**config.mk**
```make
export PLATFORM = sky130hd
export DESIGN_NAME = fetch_ctrl
export DESIGN_NICKNAME = d
export VERILOG_FILES = /design/src/rtl/riscv_types.sv /design/src/rtl/fetch_buf.sv /design/src/rtl/fetch_ctrl.sv
export SDC_FILE = /design/constraint.sdc
export NUM_CORES = 1
export LEC_CHECK = 0
export CAP_MARGIN = 10
export CORE_ASPECT_RATIO = 1.1
export CORE_MARGIN = 2
export CORE_UTILIZATION = 48
export CTS_BUF_LIST = sky130_fd_sc_hd__clkbuf_4
export DETAILED_ROUTE_END_ITERATION = 16
export PLACE_DENSITY = 0.8
export SYNTH_ARGS = -nofsm -noshare
export SYNTH_HDL_FRONTEND = slang
export SYNTH_SLANG_ARGS = --single-unit
```
**constraint.sdc**
```tcl
create_clock -name clk -period 4.5 [get_ports clk]
set_input_delay 0.675 -clock clk [delete_from_list [all_inputs] [get_ports clk]]
set_output_delay 0.675 -clock clk [all_outputs]
set_load 0.02 [all_outputs]
```
**src/rtl/riscv_types.sv**
```systemverilog
// Shared types and constants for the rv32imf front end.
package riscv_types;

  typedef enum logic [2:0] {
    IDLE,
    FETCH,
    WAIT_BUF,
    KILL,
    HALT
  } fetch_state_t;

  localparam int unsigned INSTR_BYTES = 4;
  localparam logic [31:0] NOP_INSTR   = 32'h0000_0013;

endpackage

```
**src/rtl/fetch_buf.sv**
```systemverilog
// One-entry IF/ID output buffer: valid/pc/instr with load, consume and clear.
module fetch_buf #(
  parameter int unsigned XLEN = 32
) (
  input  logic            clk,
  input  logic            reset,
  input  logic            i_load,
  input  logic            i_consume,
  input  logic            i_clear,
  input  logic [XLEN-1:0] i_pc,
  input  logic [31:0]     i_instr,
  output logic            o_valid,
  output logic [XLEN-1:0] o_pc,
  output logic [31:0]     o_instr
);

  logic            r_valid;
  logic [XLEN-1:0] r_pc;
  logic [31:0]     r_instr;

  // Clear wins over load so a redirect always drops the word arriving with it.
  always_ff @(posedge clk or posedge reset) begin
    if (reset) begin
      r_valid <= 1'b0;
      r_pc    <= '0;
      r_instr <= '0;
    end else begin
      if (i_clear) begin
        r_valid <= 1'b0;
      end else if (i_load) begin
        r_valid <= 1'b1;
      end else if (i_consume) begin
        r_valid <= 1'b0;
      end
      if (i_load && !i_clear) begin
        r_pc    <= i_pc;
        r_instr <= i_instr;
      end
    end
  end

  assign o_valid = r_valid;
  assign o_pc    = r_pc;
  assign o_instr = r_instr;

endmodule

```
**src/rtl/fetch_ctrl.sv**
```systemverilog
// Fetch sequencer: owns the PC, single-outstanding imem req/ack, redirect with kill.
// Optional FETCH_MISALIGN_CHK_EN adds misalign_o and a HALT state for misaligned targets.
module fetch_ctrl
  import riscv_types::*;
#(
  parameter int unsigned     XLEN     = 32,
  parameter logic [XLEN-1:0] RESET_PC = '0
) (
  input  logic            clk,
  input  logic            reset,
  input  logic            stall_i,
  input  logic            redirect_i,
  input  logic [XLEN-1:0] redirect_pc_i,
  output logic            imem_req_o,
  output logic [XLEN-1:0] imem_addr_o,
  input  logic            imem_ack_i,
  input  logic [31:0]     imem_rdata_i,
  output logic            if_valid_o,
  output logic [XLEN-1:0] if_pc_o,
  output logic [31:0]     if_instr_o,
`ifdef FETCH_MISALIGN_CHK_EN
  output logic            misalign_o,
`endif
  output logic            flush_o
);

  fetch_state_t    r_state, w_state_nxt;
  fetch_state_t    w_redir_st, w_kill_st;
  logic [XLEN-1:0] r_pc, w_pc_nxt;
  logic [XLEN-1:0] r_tgt, w_tgt_nxt;
  logic [XLEN-1:0] w_redir_pc, w_buf_pc;
  logic            r_pend, w_pend_nxt;
  logic            w_room, w_consume, w_load;

`ifdef FETCH_MISALIGN_CHK_EN
  assign w_redir_pc = redirect_pc_i;
  assign w_redir_st = (|redirect_pc_i[1:0]) ? HALT : FETCH;
  assign w_kill_st  = (|r_tgt[1:0]) ? HALT : FETCH;
`else
  logic w_unused_lsb;
  assign w_unused_lsb = ^redirect_pc_i[1:0];
  assign w_redir_pc   = {redirect_pc_i[XLEN-1:2], 2'b00};
  assign w_redir_st   = FETCH;
  assign w_kill_st    = FETCH;
`endif

  assign w_consume  = if_valid_o & ~stall_i;
  // A new request only starts when the buffer can take its response.
  assign w_room     = ~if_valid_o | ~stall_i;
  assign w_pend_nxt = imem_req_o & ~imem_ack_i;

  always_comb begin
    w_state_nxt = r_state;
    w_pc_nxt    = r_pc;
    w_tgt_nxt   = r_tgt;
    imem_req_o  = 1'b0;
    w_load      = 1'b0;
    case (r_state)
      IDLE: begin
        if (redirect_i) begin
          w_pc_nxt    = w_redir_pc;
          w_state_nxt = w_redir_st;
        end else begin
          w_state_nxt = FETCH;
        end
      end
      FETCH: begin
        imem_req_o = r_pend | w_room;
        if (redirect_i) begin
          if (imem_req_o && !imem_ack_i) begin
            w_tgt_nxt   = w_redir_pc;
            w_state_nxt = KILL;
          end else begin
            w_pc_nxt    = w_redir_pc;
            w_state_nxt = w_redir_st;
          end
        end else if (imem_req_o && imem_ack_i) begin
          w_load   = 1'b1;
          w_pc_nxt = r_pc + XLEN'(INSTR_BYTES);
        end else if (!imem_req_o) begin
          w_state_nxt = WAIT_BUF;
        end
      end
      WAIT_BUF: begin
        if (redirect_i) begin
          w_pc_nxt    = w_redir_pc;
          w_state_nxt = w_redir_st;
        end else if (w_consume) begin
          w_state_nxt = FETCH;
        end
      end
      KILL: begin
        imem_req_o = 1'b1;
        if (redirect_i) begin
          w_tgt_nxt = w_redir_pc;
        end else if (imem_ack_i) begin
          w_pc_nxt    = r_tgt;
          w_state_nxt = w_kill_st;
        end
      end
      HALT: begin
        if (redirect_i) begin
          w_pc_nxt    = w_redir_pc;
          w_state_nxt = w_redir_st;
        end
      end
      default: w_state_nxt = IDLE;
    endcase
  end

  always_ff @(posedge clk or posedge reset) begin
    if (reset) begin
      r_state <= IDLE;
      r_pc    <= RESET_PC;
      r_tgt   <= RESET_PC;
      r_pend  <= 1'b0;
    end else begin
      r_state <= w_state_nxt;
      r_pc    <= w_pc_nxt;
      r_tgt   <= w_tgt_nxt;
      r_pend  <= w_pend_nxt;
    end
  end

  fetch_buf #(
    .XLEN (XLEN)
  ) u_buf (
    .clk       (clk),
    .reset     (reset),
    .i_load    (w_load),
    .i_consume (w_consume),
    .i_clear   (redirect_i),
    .i_pc      (r_pc),
    .i_instr   (imem_rdata_i),
    .o_valid   (if_valid_o),
    .o_pc      (w_buf_pc),
    .o_instr   (if_instr_o)
  );

  assign imem_addr_o = r_pc;
  assign flush_o     = redirect_i;

`ifdef FETCH_MISALIGN_CHK_EN
  assign misalign_o = (r_state == HALT);
  assign if_pc_o    = (r_state == HALT) ? r_pc : w_buf_pc;
`else
  assign if_pc_o    = w_buf_pc;
`endif

endmodule

```
==> out/qor.csv, run 1 <==
stage;metric;value;unit
detailed_routing;routed_wl;16230;µm
worst_setup_path;cpMaxStageDelayCell;dfrtp_1;
sta;fmax;304.9;MHz
sta;maxSlewViolCount;0;
clock_tree;path_clk_slew;110;ps
floorplanning;core_area;12540;µm²
pwr;power_density;536.9;nW/µm²
synthesis;synthDistinctLibCells;64;
clock_tree;cts_buffer_depth;2;
sta;fin_crit_sh;72.88;%
floorplanning;start_util;48.68;%
global_route;grt_pass1_vias;5212;
synthesis;yosys_most_used_dff;dfrtp_1;
sta;hold_violations;0;
synthesis;yosys-top-cells-area;dfrtp_1 52%, mux2_2 15%, o21ai_0 3.9%;
pwr;power;4.383;mW
detailed_routing;dr.first_iter.drc_count;308;
cells_and_area;instances_no_fill;891;
sta;rsz0062_at_grt;no;
cells_and_area;layout-drive-gt1-share;17.19;%
worst_setup_path;cp-start-kind;flop;
synthesis;avgSynthCellArea;10.72;µm²
synthesis;syn_inst;569;
detailed_routing;drt-pass1-iter-count;5;
worst_setup_path;crit_buf_inv;2;
sta;layout_setup_ws;1221;ps
global_route;grt_pass1_wl;26210;µm
clock_tree;post_cts_buffers;0;
pwr;p_leak;3.345;nW
floorplanning;fp.dieW;111.5;µm
cells_and_area;final_nets;792;
synthesis;synth_top_area_share;51.67;%
floorplanning;ios;168;
sta;fin_crit;3279;ps
placed_design;dp_cells;860;
worst_setup_path;cp-end-kind;output port;
synthesis;synth_edf_count;0;
clock_tree;h-tree-depth;4;
worst_setup_path;cp_data_required_time;3830;ps
synthesis;synth-seq-area-share;51.67;%
sta;slew_headroom;25.58;%
detailed_routing;wl_per_cell;18.21;µm
placed_design;gp_congestion;0.8950;
synthesis;synth.yosys.warnings;0;
worst_hold_path;worstHoldPathType;reg -> reg;
worst_setup_path;path_delay_family;buffers and inverters;
run_status;status;completed;
synthesis;synthArstFlopShare;100.0;%
detailed_routing;drc_errors;0;
clock_tree;clockRootBuffer;clkbuf_4;
detailed_routing;ant_nets;0;
worst_setup_path;crit_type;reg -> out;
synthesis;synth.most_common_cell;dfrtp_1;
detailed_routing;vias;5308;
synthesis;synth_area_leader_cell;dfrtp_1;
pwr;worst_ir_drop_vdd;0.3317;mV
worst_setup_path;crit_chain;buf_4 > nand4bb_1 > and2_1 > clkdlybuf4s50_1;
global_route;grt_antenna_before_repair;1;
placed_design;dp_hpwl;11210;µm
cells_and_area;area_growth;33.77;%
sta;tns;0;ps
clock_tree;clock-sinks;126;
sta;setup_viol;0;
clock_tree;ctsHoldBuffers;0;
clock_tree;cts_tree;built;
placed_design;portBuffers;161;
worst_setup_path;path_max_fanout;19;
clock_tree;cts_buffers;17;
worst_setup_path;critPathMaxStageDelay;730;ps
floorplanning;dieArea;13630;µm²
synthesis;ys_seq_elements;126;
sta;skew;14.62;ps
global_route;grt_max_degree;70;
worst_setup_path;worstPathArrival;2600;ps
synthesis;synth_area;6102;µm²
detailed_routing;drt-vias-per-instance;5.957;
global_route;grt-ovfl-total;0;
synthesis;synthTopCellsByCount;126 x dfrtp_1, 79 x mux2_2, 47 x o21ai_0;
floorplanning;die_y;122.3;µm
run;cap_violations;0;
sta;worst_slew_pin_slew;1116;ps
global_route;grtUsageTotal;23.85;%
placed_design;dp_slack;1355;ps
clock_tree;clock_latency;500;ps
clock_tree;post_cts_resized;0;
floorplanning;rows;43;
area by class of cell:
cell class / count / area (µm²)
inverter: 18 / 70.07
clock inverter: 10 / 146.4
timing repair buffer: 171 / 1712
clock buffer: 20 / 150.1
fill: 1032 / 4373
antenna: 1 / 2.502
multi-input combinational: 388 / 2733
sequential: 126 / 3153
tap: 157 / 196.4
flip-flops by register name (all words and copies together), names as in the netlist:
name,flops
u_buf.o_instr,32
imem_addr_o,30
r_tgt,30
u_buf.o_pc,30
r_state,2
r_pend,1
u_buf.o_valid,1
tightest hold or removal path, stage by stage, from the launching register on:
cell and delay [ps]:
dfrtp_1 360, nand2_1 50, o21ai_0 60
layout by cell type (no fill, tap or decap), types with 6 or more instances in the layout:
cell type and n:
clkdlybuf4s50_1 161, nand3_1 23, clkbuf_4 20, nor3_1 6
nor2_1 31, a211oi_1 6, inv_1 17, a31oi_1 16
nand2_1 44, a21oi_1 25, o21ai_0 47, mux2_2 79
dfrtp_1 126, o22ai_1 7, buf_4 8, nor2b_1 9
and3_1 6
report_power, final:
part / switching [mW] / internal [mW]
logic: 0.856 / 0.905
clock network: 0.392 / 0.446
registers: 0.304 / 1.48
total: 1.55 / 2.83
cell families after synthesis:
family | after synthesis | synth area share (%)
AOI/OAI and AO/OA | 156 | 17.04
xor gates and xnor gates | 3 | 0.4307
buffers and inverters | 58 | 4.019
muxes | 79 | 14.58
other | 1 | 0.06145
and+or+nand+nor | 145 | 12.00
DFF | 126 | 51.67
adders and majority gates | 1 | 0.2050
worst paths after layout:
path,slack [ps],end,cells past startpoint,start
min,490,u_buf.o_pc[18],2,u_buf.o_pc[18]
max in group asynchronous,3020,r_state[0],3,reset
max,1220,imem_req_o,4,r_state[1]
max reg2reg,1550,imem_addr_o[29],6,r_state[1]
min reg2reg,490,u_buf.o_pc[18],2,u_buf.o_pc[18]
min in group asynchronous,630,u_buf.o_instr[17],2,reset
per-layer routing:
metal	up-vias	GRT usage, %	share of wire, %
met5	-	0	0
met1	2623	30.85	40
met2	250	39.63	51
met3	29	5.580	7.4
met4	0	8.796	1.4
li1	2406	-	-
per-stage QoR:
step                cell area (µm²)  hold slack [ps]  utilization, %
finish                         8163            490.4           65.12
global route                   8163            529.9           65.12
CTS                            8160            496.4           65.10
detailed placement             7864            470.6           62.73
global placement               7864            462.3           62.73
floorplan                      6113            449.5               -
(Power assumes the default switching activity.)
==> inputs of run 2 (changes only) <==
--- a/config.mk
+++ b/config.mk
@@ -8,10 +8,10 @@
 export CAP_MARGIN = 10
 export CORE_ASPECT_RATIO = 1.1
 export CORE_MARGIN = 2
-export CORE_UTILIZATION = 48
+export CORE_UTILIZATION = 45
 export CTS_BUF_LIST = sky130_fd_sc_hd__clkbuf_4
 export DETAILED_ROUTE_END_ITERATION = 16
-export PLACE_DENSITY = 0.8
+export PLACE_DENSITY = 0.79
 export SYNTH_ARGS = -nofsm -noshare
 export SYNTH_HDL_FRONTEND = slang
 export SYNTH_SLANG_ARGS = --single-unit
==> constraint.sdc (replaced) <==
create_clock -name clk -period 2.8 [get_ports clk]
set_input_delay 0.42 -clock clk [delete_from_list [all_inputs] [get_ports clk]]
set_output_delay 0.42 -clock clk [all_outputs]
set_load 0.02 [all_outputs]
==> run 2 against run 1 <==
  * Register-to-register slack got worse by 1200 ps
  * Worst hold slack got worse by 76 ps
  * Sequential share of layout area fell by 0.48 points
  * Clock-buffer cell count rose by 2
  * Die area rose by 6.4%
  * Final area rose by 1.3%
  * Setup slack got worse by 1000 ps
  * Core utilization fell by 2.5 points
  * Sequential cell count did not move
  * Via count fell by 0.89%
  * Total power rose by 61%
  * Combinational power rose by 65%
  * Highest routed layer unchanged
==> out/qor.csv, run 2 (synthesis results as in run 1) <==
stage;metric;value;unit;change
run_status;status;completed;;
global_route;grt_pass1_vias;5537;;+6.2%
placed_design;gp_congestion;0.8873;;-0.86%
cells_and_area;final_common_cell;clkdlybuf4s50_1;;
worst_setup_path;worstPathArrival;2160;ps;-440 ps
cells_and_area;mostFrequentLayoutCells;161 x clkdlybuf4s50_1, 125 x dfrtp_1, 79 x mux2_2;;
worst_setup_path;r2r-start;imem_addr_o[5];;
sta;worst_slew_pin_slew;680.1;ps;-436.2 ps
sta;setup_viol;0;;unchanged
detailed_routing;vias;5261;;-0.89%
worst_setup_path;r2r_slack;390;ps;-1160 ps
global_route;grt_max_degree;127;;+81%
clock_tree;h-tree-depth;4;;unchanged
clock_tree;ctsHoldBuffers;0;;unchanged
sta;fmax;388.1;MHz;
floorplanning;die_y;126.1;µm;+3.2%
floorplanning;dieArea;14510;µm²;+6.4%
global_route;grt-ovfl-total;0;;unchanged
cells_and_area;postLayoutCellArea;8269;µm²;+1.3%
floorplanning;fp.dieW;115.0;µm;+3.2%
clock_tree;post_cts_buffers;0;;unchanged
detailed_routing;drt-vias-per-instance;5.781;;-3.0%
clock_tree;cts_tree;built;;
worst_setup_path;cp-end-kind;output port;;
clock_tree;clock-sinks;126;;unchanged
placed_design;dp_cells;877;;+2.0%
floorplanning;rows;44;;+2.3%
worst_setup_path;cp_data_required_time;2380;ps;-1450 ps
cells_and_area;largest_reg_flops;32;;unchanged
floorplanning;core_area;13210;µm²;+5.4%
clock_tree;clockRootBuffer;clkbuf_4;;
worst_setup_path;crit_chain;nand4bb_1 > and2_1 > clkdlybuf4s50_1;;
sta;maxSlewViolCount;0;;unchanged
floorplanning;start_util;46.18;%;-2.5 points
worst_setup_path;critPathMaxStageDelay;560;ps;-170 ps
sta;tns;0;ps;unchanged
sta;fin_crit;2577;ps;
clock_tree;cts_buffers;17;;unchanged
placed_design;placed_area;7980;µm²;+1.5%
detailed_routing;drt-pass1-iter-count;5;;unchanged
placed_design;portBuffers;161;;unchanged
worst_hold_path;worstHoldPathType;in -> async;;
clock_tree;clock_latency;550;ps;+50 ps
detailed_routing;wl_per_cell;18.40;µm;+1.0%
detailed_routing;dr.first_iter.drc_count;428;;+39%
sta;rsz0062_at_grt;no;;
pwr;power;7.052;mW;+61%
sta;skew;14.73;ps;+0.1044 ps
cells_and_area;area_growth;35.51;%;
placed_design;dp_hpwl;11550;µm;+3.0%
clock_tree;post_cts_resized;0;;unchanged
sta;hold_violations;0;;unchanged
cells_and_area;layout-drive-gt1-share;18.85;%;+1.7 points
clock_tree;cts_buffer_depth;2;;unchanged
sta;layout_setup_ws;223.4;ps;-997.2 ps
worst_setup_path;crit_type;reg -> out;;
cells_and_area;instances_no_fill;910;;+2.1%
placed_design;dp_slack;327.4;ps;-1028 ps
worst_setup_path;cpMaxStageDelayCell;clkdlybuf4s50_1;;
global_route;grt_pass1_wl;27470;µm;+4.8%
cells_and_area;utilization;62.59;%;-2.5 points
pwr;p_leak;3.402;nW;+1.7%
cells_and_area;final_nets;805;;+1.6%
worst_setup_path;cp-startpoint;r_state[1];;
sta;fin_crit_sh;92.02;%;
pwr;power_density;852.8;nW/µm²;+59%
cells_and_area;nFillCells;1104;;+7.0%
sta;slew_headroom;54.66;%;+29 points
worst_setup_path;cp-start-kind;flop;;
detailed_routing;routed_wl;16750;µm;+3.2%
floorplanning;ios;168;;unchanged
detailed_routing;drc_errors;0;;unchanged
global_route;grtUsageTotal;24.18;%;+0.33 points
detailed_routing;ant_nets;0;;unchanged
global_route;grt_antenna_before_repair;1;;unchanged
sta;holdWs;413.9;ps;-76.43 ps
worst_setup_path;path_max_fanout;17;;-2
pwr;worst_ir_drop_vdd;0.4726;mV;+42%
run;cap_violations;0;;unchanged
clock_tree;path_clk_slew;110;ps;about the same
[run 2: changes by cell type in the layout (fill, tap and decap cells not counted)]
| cell | before | now |
|---|---|---|
| clkinvlp_4 | 0 | 1 |
| dfrtp_1 | 126 | 125 |
| inv_4 | 1 | 0 |
| dfrtp_2 | 0 | 1 |
| buf_4 | 8 | 20 |
| clkinv_1 | 3 | 4 |
| buf_12 | 2 | 3 |
| bufinv_16 | 4 | 3 |
| clkbuf_4 | 20 | 22 |
[run 2: worst paths after layout]
check,endpoint,cells after the start
worst max-delay path,imem_req_o,3
max in group asynchronous,r_state[1],3
worst min-delay path,u_buf.o_pc[25],3
worst min register to register,r_tgt[15],2
min in group clk,r_tgt[28],3
worst max register to register,imem_addr_o[28],5
[run 2: layout make-up]
cell class,instances,area [µm²],share of cell area [%]
clock buffers,22,165.2,1.997
clock inverters,10,120.1,1.453
flip-flops and latches,126,3154,38.15
multi-input cells,388,2733,33.05
inverters,18,71.32,0.8625
well taps,161,201.4,2.436
diodes,1,2.502,0.03026
repair buffers,184,1822,22.03
[run 2: power breakdown]
part | switching, mW | total, mW | internal [mW]
clock | 0.659 | 1.31 | 0.653
sequential | 0.461 | 2.84 | 2.38
combinational | 1.42 | 2.90 | 1.48
total | 2.54 | 7.05 | 4.52
[run 2: metal layers]
layer | global-route usage, % | part of all wire, %
met2 | 38.72 | 49
met1 | 30.81 | 41
met4 | 9.639 | 2.2
met3 | 7.026 | 7.8
met5 | 0 | 0
[run 2: critical path, delay by kind of cell, from the launching register on]
family | cells | cell delay, ps
DFF | 1 | 540
buffers and inverters | 1 | 560
and+or+nand+nor | 2 | 520
